## config.mk

```make
export PLATFORM = sky130hd
export DESIGN_NAME = sdram_layer_engine
export DESIGN_NICKNAME = d
export VERILOG_FILES = /design/src/rtl/sdram_layer_pkg.sv /design/src/rtl/layer_mac_unit.sv /design/src/rtl/sdram_layer_engine.sv
export SDC_FILE = /design/constraint.sdc
export NUM_CORES = 2
export LEC_CHECK = 0
export CORE_AREA = 2 2 229 231
export DETAILED_ROUTE_END_ITERATION = 10
export DIE_AREA = 0 0 231 233
export PLACE_DENSITY_LB_ADDON = 0.2
export REMOVE_ABC_BUFFERS = 1
export SLEW_MARGIN = 15
export SYNTH_ARGS = -nofsm -noshare
export SYNTH_HDL_FRONTEND = slang
export SYNTH_HIERARCHICAL = 1
export SYNTH_SLANG_ARGS = --single-unit
```

## constraint.sdc

```tcl
create_clock -name clk -period 9.2 [get_ports clk]
set_clock_uncertainty 0.05 [all_clocks]
set_input_delay 2.76 -clock clk [delete_from_list [all_inputs] [get_ports clk]]
set_output_delay 2.76 -clock clk [all_outputs]
set_load 0.01 [all_outputs]
```

## src/rtl/sdram_layer_pkg.sv

```systemverilog
// Shared state encoding, mode constants and default widths for the
// SDRAM fully-connected layer engine.
package sdram_layer_pkg;

    localparam int DEF_DW    = 16;
    localparam int DEF_AW    = 32;
    localparam int DEF_ACC_W = 40;
    localparam int DEF_FRAC  = 8;
    localparam int DEF_SZ_W  = 16;

    typedef logic [3:0] state_t;

    localparam state_t S_IDLE   = 4'd0;
    localparam state_t S_RD_X   = 4'd1;
    localparam state_t S_RD_W   = 4'd2;
    localparam state_t S_MAC    = 4'd3;
    localparam state_t S_WR     = 4'd4;
    localparam state_t S_NEXT_J = 4'd5;
    localparam state_t S_DONE   = 4'd6;

    localparam logic MODE_BIN = 1'b0;
    localparam logic MODE_MAC = 1'b1;

endpackage

```

## src/rtl/layer_mac_unit.sv

```systemverilog
// Accumulator for one output neuron plus combinational post-processing
// (Q-format shift, optional ReLU, saturation to the element width).
module layer_mac_unit
    import sdram_layer_pkg::*;
#(
    parameter int DW    = DEF_DW,
    parameter int ACC_W = DEF_ACC_W,
    parameter int FRAC  = DEF_FRAC
) (
    input  logic          clk,
    input  logic          reset_n,
    input  logic          clear,
    input  logic          acc_en,
    input  logic          skip,
    input  logic          mode,
    input  logic          relu_en,
    input  logic [DW-1:0] w,
    input  logic [DW-1:0] x,
    output logic [DW-1:0] result
);

    localparam logic signed [ACC_W-1:0] SAT_MAX = {{(ACC_W-DW+1){1'b0}}, {(DW-1){1'b1}}};
    localparam logic signed [ACC_W-1:0] SAT_MIN = {{(ACC_W-DW+1){1'b1}}, {(DW-1){1'b0}}};

    logic signed [ACC_W-1:0]  acc;
    logic signed [ACC_W-1:0]  addend;
    logic signed [ACC_W-1:0]  scaled;
    logic signed [2*DW-1:0]   prod;

    always_comb begin
        prod = $signed({{DW{w[DW-1]}}, w}) * $signed({{DW{x[DW-1]}}, x});
        if (mode == MODE_MAC) addend = {{(ACC_W-2*DW){prod[2*DW-1]}}, prod};
        else                  addend = {{(ACC_W-DW){w[DW-1]}}, w};
    end

    always_ff @(posedge clk or negedge reset_n) begin
        if (!reset_n)              acc <= '0;
        else if (clear)            acc <= '0;
        else if (acc_en && !skip)  acc <= acc + addend;
    end

    always_comb begin
        scaled = (mode == MODE_MAC) ? (acc >>> FRAC) : acc;
        if (relu_en && (scaled < 0)) scaled = '0;
        if (scaled > SAT_MAX)      result = {1'b0, {(DW-1){1'b1}}};
        else if (scaled < SAT_MIN) result = {1'b1, {(DW-1){1'b0}}};
        else                       result = scaled[DW-1:0];
    end

endmodule

```

## src/rtl/sdram_layer_engine.sv

```systemverilog
// Fully-connected layer engine: reads x and row-major w over an Avalon-MM
// master, accumulates per output, writes saturated results back.
//
// state  | meaning
// IDLE   | waiting for start; latches config on acceptance
// RD_X   | read x[i] (request, then wait for readdatavalid)
// RD_W   | read w at weight pointer
// MAC    | accumulate (or skip), advance i and weight pointer
// WR     | write post-processed result to y[j]
// NEXT_J | advance to next output, clear accumulator
// DONE   | done asserted until start drops
module sdram_layer_engine
    import sdram_layer_pkg::*;
#(
    parameter int DW    = DEF_DW,
    parameter int AW    = DEF_AW,
    parameter int ACC_W = DEF_ACC_W,
    parameter int FRAC  = DEF_FRAC,
    parameter int SZ_W  = DEF_SZ_W
) (
    input  logic            clk,
    input  logic            reset_n,
    input  logic            start,
    input  logic            mode,
    input  logic            relu_en,
    input  logic [AW-1:0]   w_base,
    input  logic [AW-1:0]   x_base,
    input  logic [AW-1:0]   y_base,
    input  logic [SZ_W-1:0] in_size,
    input  logic [SZ_W-1:0] out_size,
    output logic            busy,
    output logic            done,
    output logic [3:0]      state,
    output logic [AW-1:0]   address,
    output logic            read_n,
    output logic            write_n,
    output logic            chipselect,
    output logic [DW/8-1:0] byteenable,
    output logic [DW-1:0]   writedata,
    input  logic            waitrequest,
    input  logic            readdatavalid,
    input  logic [DW-1:0]   readdata
);

    logic            mode_q, relu_q, rd_wait, skip;
    logic [AW-1:0]   x_base_q, y_base_q, wp;
    logic [SZ_W-1:0] in_q, out_q, i, j, i_nxt, j_nxt;
    logic [DW-1:0]   x_cur, w_cur, mac_result;
    logic            mac_clear, mac_en;

    assign i_nxt      = i + 1'b1;
    assign j_nxt      = j + 1'b1;
    assign chipselect = 1'b1;
    assign byteenable = '1;
    assign busy       = (state != S_IDLE) && (state != S_DONE);
    assign done       = (state == S_DONE);
    // acc is stable for the whole WR state, so the result can drive the bus directly
    assign writedata  = (state == S_WR) ? mac_result : '0;
    assign mac_clear  = ((state == S_IDLE) && start) || (state == S_NEXT_J);
    assign mac_en     = (state == S_MAC);

    layer_mac_unit #(.DW(DW), .ACC_W(ACC_W), .FRAC(FRAC)) u_mac (
        .clk     (clk),
        .reset_n (reset_n),
        .clear   (mac_clear),
        .acc_en  (mac_en),
        .skip    (skip),
        .mode    (mode_q),
        .relu_en (relu_q),
        .w       (w_cur),
        .x       (x_cur),
        .result  (mac_result)
    );

    always_ff @(posedge clk or negedge reset_n) begin
        if (!reset_n) begin
            state    <= S_IDLE;
            address  <= '0;
            read_n   <= 1'b1;
            write_n  <= 1'b1;
            mode_q   <= 1'b0;
            relu_q   <= 1'b0;
            rd_wait  <= 1'b0;
            skip     <= 1'b0;
            x_base_q <= '0;
            y_base_q <= '0;
            wp       <= '0;
            in_q     <= '0;
            out_q    <= '0;
            i        <= '0;
            j        <= '0;
            x_cur    <= '0;
            w_cur    <= '0;
        end else begin
            case (state)
                S_IDLE: begin
                    if (start) begin
                        mode_q   <= mode;
                        relu_q   <= relu_en;
                        x_base_q <= x_base;
                        y_base_q <= y_base;
                        in_q     <= in_size;
                        out_q    <= out_size;
                        wp       <= w_base;
                        i        <= '0;
                        j        <= '0;
                        rd_wait  <= 1'b0;
                        if (out_size == '0) begin
                            state <= S_DONE;
                        end else if (in_size == '0) begin
                            state   <= S_WR;
                            write_n <= 1'b0;
                            address <= y_base;
                        end else begin
                            state   <= S_RD_X;
                            read_n  <= 1'b0;
                            address <= x_base;
                        end
                    end
                end
                S_RD_X, S_RD_W: begin
                    if (!rd_wait) begin
                        if (!waitrequest) begin
                            read_n  <= 1'b1;
                            rd_wait <= 1'b1;
                        end
                    end else if (readdatavalid) begin
                        rd_wait <= 1'b0;
                        if (state == S_RD_W) begin
                            w_cur <= readdata;
                            skip  <= 1'b0;
                            state <= S_MAC;
                        end else begin
                            x_cur <= readdata;
                            if ((mode_q == MODE_BIN) && (readdata == '0)) begin
                                skip  <= 1'b1;
                                state <= S_MAC;
                            end else begin
                                skip    <= 1'b0;
                                state   <= S_RD_W;
                                read_n  <= 1'b0;
                                address <= wp;
                            end
                        end
                    end
                end
                S_MAC: begin
                    i  <= i_nxt;
                    wp <= wp + AW'(2);
                    if (i_nxt == in_q) begin
                        state   <= S_WR;
                        write_n <= 1'b0;
                        address <= y_base_q + (AW'(j) << 1);
                    end else begin
                        state   <= S_RD_X;
                        read_n  <= 1'b0;
                        address <= x_base_q + (AW'(i_nxt) << 1);
                    end
                end
                S_WR: begin
                    if (!waitrequest) begin
                        write_n <= 1'b1;
                        state   <= S_NEXT_J;
                    end
                end
                S_NEXT_J: begin
                    j <= j_nxt;
                    i <= '0;
                    if (j_nxt == out_q) begin
                        state <= S_DONE;
                    end else if (in_q == '0) begin
                        state   <= S_WR;
                        write_n <= 1'b0;
                        address <= y_base_q + (AW'(j_nxt) << 1);
                    end else begin
                        state   <= S_RD_X;
                        read_n  <= 1'b0;
                        address <= x_base_q;
                    end
                end
                S_DONE: begin
                    if (!start) state <= S_IDLE;
                end
                default: state <= S_IDLE;
            endcase
        end
    end

endmodule

```

After elaboration in Yosys (flattened, before gate mapping)
Index checks and enable logic that the tools add are counted.
- bits in registers: 274
- bits of input ports: 151
- output and inout bits: 59
- add/subtract/negate cells: 7
- multiply operators: 1
- order comparisons: 3
- equality and inequality tests: 28
- muxes and demuxes: 63
- bitwise operators: 2
- reductions and logical operators: 33
- operators with widths (kind ; count):
    $mux W32 ; 11
    $mux W40 ; 4
    $pmux W32 S4 ; 1
    $add A32 B17 Y32 ; 3
    $logic_not A16 Y1 ; 4
    $mux W16 ; 4
    $pmux W32 S2 ; 1
    $pmux W16 S3 ; 1
    $add A40 B40 Y40 ; 1
    $gt A40 B16 Y1 const B ; 1
    $lt A40 B1 Y1 const B ; 1
    $lt A40 B16 Y1 const B ; 1
    $mux W39 ; 1
    $add A16 B1 Y16 const B ; 2
    $add A32 B2 Y32 const B ; 1
    $eq A16 B16 Y1 ; 2
    $mul A16 B16 Y32 ; 1
    $pmux W16 S2 ; 1
    $ne A2 B2 Y1 const B ; 13
    $mux W1 ; 25
    $pmux W4 S6 ; 1
    $mux W4 ; 5
    $reduce_and A8 Y1 ; 2
    $mux W3 ; 5
    22 further kinds ; 45

Longest topological paths before layout
- word-level depth: 8
- mapped depth: 38
- depth with buffers taken out: 37

By module
Netlist, hierarchy kept.
- modules (own cells, without submodules) (module ; times used ; cells each ; area each (µm²) ; seq. area each (µm²)):
    sdram_layer_engine ; 1 ; 1949 ; 16166.8 ; 5833.1
    layer_mac_unit ; 1 ; 1651 ; 14216.1 ; 1001.0

Least setup slack after synthesis
No wires, ideal clock.
- kind: register -> register
- start point: reg w_cur[1]
- end point: reg u_mac.acc[33]
- setup time: 0.078 ns
- arrival: 8.255 ns
- required time: 9.072 ns
- slack: 0.817 ns
- stages on the path, launching flop included: 36
- path through: dfrtp_1 -> clkbuf_1 -> nand2_1 -> fa_1 -> fa_1 -> inv_1 -> fa_1 -> fa_1 -> fa_1 -> inv_1 -> fa_1 -> inv_1 -> ha_1 -> a21oi_1 -> o311ai_4 -> nor3_1 -> a21oi_2 -> a31o_2 -> a21o_1 -> a21oi_1 -> nor2_1 -> nor2_1 -> xnor2_1 -> a21o_1 -> ha_1 -> nand2_1 -> o21ai_1 -> a211oi_1 -> o21ai_0 -> or3_1 -> a21o_1 -> a311o_1 -> a21oi_2 -> xnor2_1 -> nand2_1 -> a21oi_1
- word-level cells in the longest chain between the ends: 5
- RTL lines (what ; RTL line ; RTL):
    start: declaration ; sdram_layer_engine.sv:48 ; logic [DW-1:0] x_cur, w_cur, mac_result;
    start signal: assignment ; sdram_layer_engine.sv:130 ; w_cur <= readdata;
    $mul A16 B16 Y32 ; layer_mac_unit.sv:31 ; prod = $signed({{DW{w[DW-1]}}, w}) * $signed({{DW{x[DW-1]}}, x});
    $mux W40 (*) ; layer_mac_unit.sv:32 ; if (mode == MODE_MAC) addend = {{(ACC_W-2*DW){prod[2*DW-1]}}, prod};
    $add A40 B40 Y40 (*) ; layer_mac_unit.sv:39 ; else if (acc_en && !skip) acc <= acc + addend;
    $mux W40 (*) ; layer_mac_unit.sv:39 ;
    $mux W40 (*) ; layer_mac_unit.sv:38 ; else if (clear) acc <= '0;
    end signal: assignment ; layer_mac_unit.sv:39 ;
    end: declaration ; layer_mac_unit.sv:25 ; logic signed [ACC_W-1:0] acc;
Mark *: on every way between the ends. The rest lies on a longest branch, timed or not. The select of a mux whose other input is x is not followed.
A chain may end at the register's enable or synchronous reset.

Worst setup path in the final report
- start point: reg w_cur[3]
- end point: reg u_mac.acc[35]
Same word-level chain as after synthesis.

==> results.cfg <==
[layout]
synthToLayoutAreaGrowth_pct = 13.4
final_nets = 4341
drive_above_1_share = 0.0743
final_cells = 4450

[synth]
synth_cell_type_count = 99
ys_ff_latch = 273
netlist_area_mm2 = 0.0304
synth_compound_area_frac = 0.159
synthSimpleGateAreaFrac = 0.198
yosys.cell_count.top_type = nand2_1
synth_edf_count = 0
ys_top_cells_by_area = dfrtp_1 22%, fa_1 18%, nand2_1 7.7%
yosysTopAreaCell = dfrtp_1
async_flop_share = 1.00
synth_area_per_cell_um2 = 8.44
synthAdderAreaFrac = 0.250
synth.area.mux_share = 0.0400
syn_inst = 3600
ys_top_cells_by_count = 624 x nand2_1, 374 x inv_1, 271 x dfrtp_1
synth_xor_area_frac = 0.0572
synth_top_family_by_area = adder cells
ys_warn_count = 6
yosysSeqAreaShare = 0.225
ys.flop_type = dfrtp_1
synth_top_area_share = 0.223

[setup_path]
critPathCaptureType = flop
slowest_delay_ps = 620
ff2ff_path_depth = 35
critPathRequiredTime_ps = 9590
crit_fanout = 10
crit_slowest_cell = fa_1
start_kind = flop
r2r-start = w_cur[3]$_DFFE_PN0P_
worstSetupPathType = reg2reg
critPathArrivalTime_ps = 9180
reg2reg_to = u_mac/acc[35]$_DFFE_PN0P_
regToRegSetupSlack_ps = 400
startpoint = w_cur[3]$_DFFE_PN0P_
crit_path_frequent_cell = fa_1

[floorplan]
fp.dieH_um = 233
fp.dieW_um = 231
num_rows = 83
ioPinCount = 210
floorplan.die_area_mm2 = 0.0538
coreArea_mm2 = 0.0511
start_util = 0.595

[timing]
hold_viol_final = 0
finalCritPeriodShare = 0.956
worst_slew_pin_slew_ps = 1250
slew_headroom = 0.166
drv_slew = 0
clock.fmax_mhz = 114
setup_viol = 0
finalCriticalPeriod_ps = 8800

[routing]
vias = 27266
ant_nets = 0
routed_wl_um = 91600
firstDrtPassIters = 6
drtIter0Drc = 2739
wl_per_cell_um = 20.6
vias_per_cell = 6.13
drcViolationCount = 0

[place]
io_buffers = 205
dp.cells = 4374
gp_congestion = 0.936
dpl.hpwl_um = 69800

[flow_run]
max_cap_violations = 0

[grt]
overflow = 0
antenna_found_initial = 5
grt_max_degree = 155
grt_pass1_wl_um = 148000
grt_usage = 0.348
grt_pass1_vias = 26791

[cts]
clockBufferDepth = 3
cts.sinks = 273
cts_buffers = 35
cts_tree = built
clock_latency_ps = 570
clkTransAtPathRegs_ps = 60
htree_levels = 2
cts-root-buf = clkbuf_16

[min_path]
holdPathStages = 2
min_from = y_base_q[0]$_DFFE_PN0P_
min-delay-path-class = reg2reg
hold_end = y_base_q[0]$_DFFE_PN0P_

[outcome]
status = complete, no violations
==> state kept, by name, summed over array words and instances (netlist names) <==
register,cells
j,16
w_cur,16
read_n,1
u_mac/acc,40
rd_wait,1
in_q,16
x_cur,16
address,32
i,16
y_base_q,32
skip,1
state,3
out_q,16
wp,32
write_n,1
mode_q,1
relu_q,1
x_base_q,32
==> routing by layer <==
metal,vias to the layer above,share of wire,track usage
li1,12480,-,-
met1,13308,0.43,0.492
met2,1273,0.45,0.545
met3,205,0.085,0.0520
met4,0,0.037,0.124
met5,-,0,0
==> worst max path at each step <==
stage                                            to  slack (ps)  cells after the start
after floorplan           u_mac/acc[33]$_DFFE_PN0P_         800                     35
after global placement    u_mac/acc[33]$_DFFE_PN0P_         260                     35
after detailed placement  u_mac/acc[33]$_DFFE_PN0P_         150                     35
after CTS                 u_mac/acc[33]$_DFFE_PN0P_          80                     35
after global routing      u_mac/acc[38]$_DFFE_PN0P_         -30                     35
final                     u_mac/acc[35]$_DFFE_PN0P_         400                     35
==> cell usage in the layout (no fill, tap or decap), types with 31 or more instances in the layout <==
cell / count
nor3_1: 47
nand2_1: 622
and3_1: 49
a21oi_1: 178
clkdlybuf4s50_1: 204
fa_1: 265
dfrtp_1: 252
xor2_1: 79
xnor2_1: 115
nand3_1: 67
and2_1: 137
a21o_1: 61
nor2_1: 180
a31oi_1: 35
mux2i_1: 46
nand4_1: 35
buf_4: 69
nor4_1: 31
o21ai_0: 179
ha_1: 181
mux2_2: 66
inv_1: 371
clkbuf_16: 35
==> cell families after synthesis <==
| family | count (synthesis) |
|---|---|
| other | 2 |
| AOI/OAI and AO/OA | 733 |
| muxes | 113 |
| buffers and inverters | 549 |
| and+or+nand+nor | 1286 |
| DFF | 273 |
| xor gates and xnor gates | 196 |
| adders and majority gates | 448 |
==> worst max-delay path: cells and delay by family, from the launching register on <==
| kind | cells | cell delay [ps] |
|---|---|---|
| flip-flops | 1 | 470 |
| adder cells (fa/ha/maj) | 8 | 3910 |
| buffers and inverters | 4 | 250 |
| AO/OA/AOI/OAI | 15 | 2700 |
| AND/OR/NAND/NOR | 7 | 1200 |
| XOR/XNOR | 1 | 70 |
==> final cells by class <==
cell class                      count  area (um^2)
Sequential cell                   273         6860
Tap cell                          680          851
Clock buffer                       45          973
Inverter                          375         1410
Timing Repair Buffer              277         2640
Multi-Input combinational cell   2780        21500
Antenna cell                        4         10.0
Clock inverter                     16          159
Fill cell                        4359        16600
==> repair_timing <==
action | CTS | global route
setup buffers | 0 | 11
hold buffers | 0 | 0
gates resized for setup | 0 | 34
endpoints found under the hold margin | 0 | 0
setup endpoints to repair | 0 | 10
==> through the flow <==
| step | TNS (ps) | setup WS (ps) | instance area [um^2] | hold WS (ps) | util |
|---|---|---|---|---|---|
| finish | 0 | 404 | 34400 | 451 | 0.674 |
| global placement | 0 | 261 | 33100 | 424 | 0.648 |
| global route | -30.4 | -25.2 | 34400 | 474 | 0.674 |
| floorplan | 0 | 795 | 29700 | 389 | - |
| detailed placement | 0 | 149 | 33100 | 422 | 0.648 |
| CTS | 0 | 75.8 | 34200 | 441 | 0.670 |
Power is left out: the tool's default activity adds up to more than one toggle a clock period on the data nets, which glitch-free logic cannot reach.
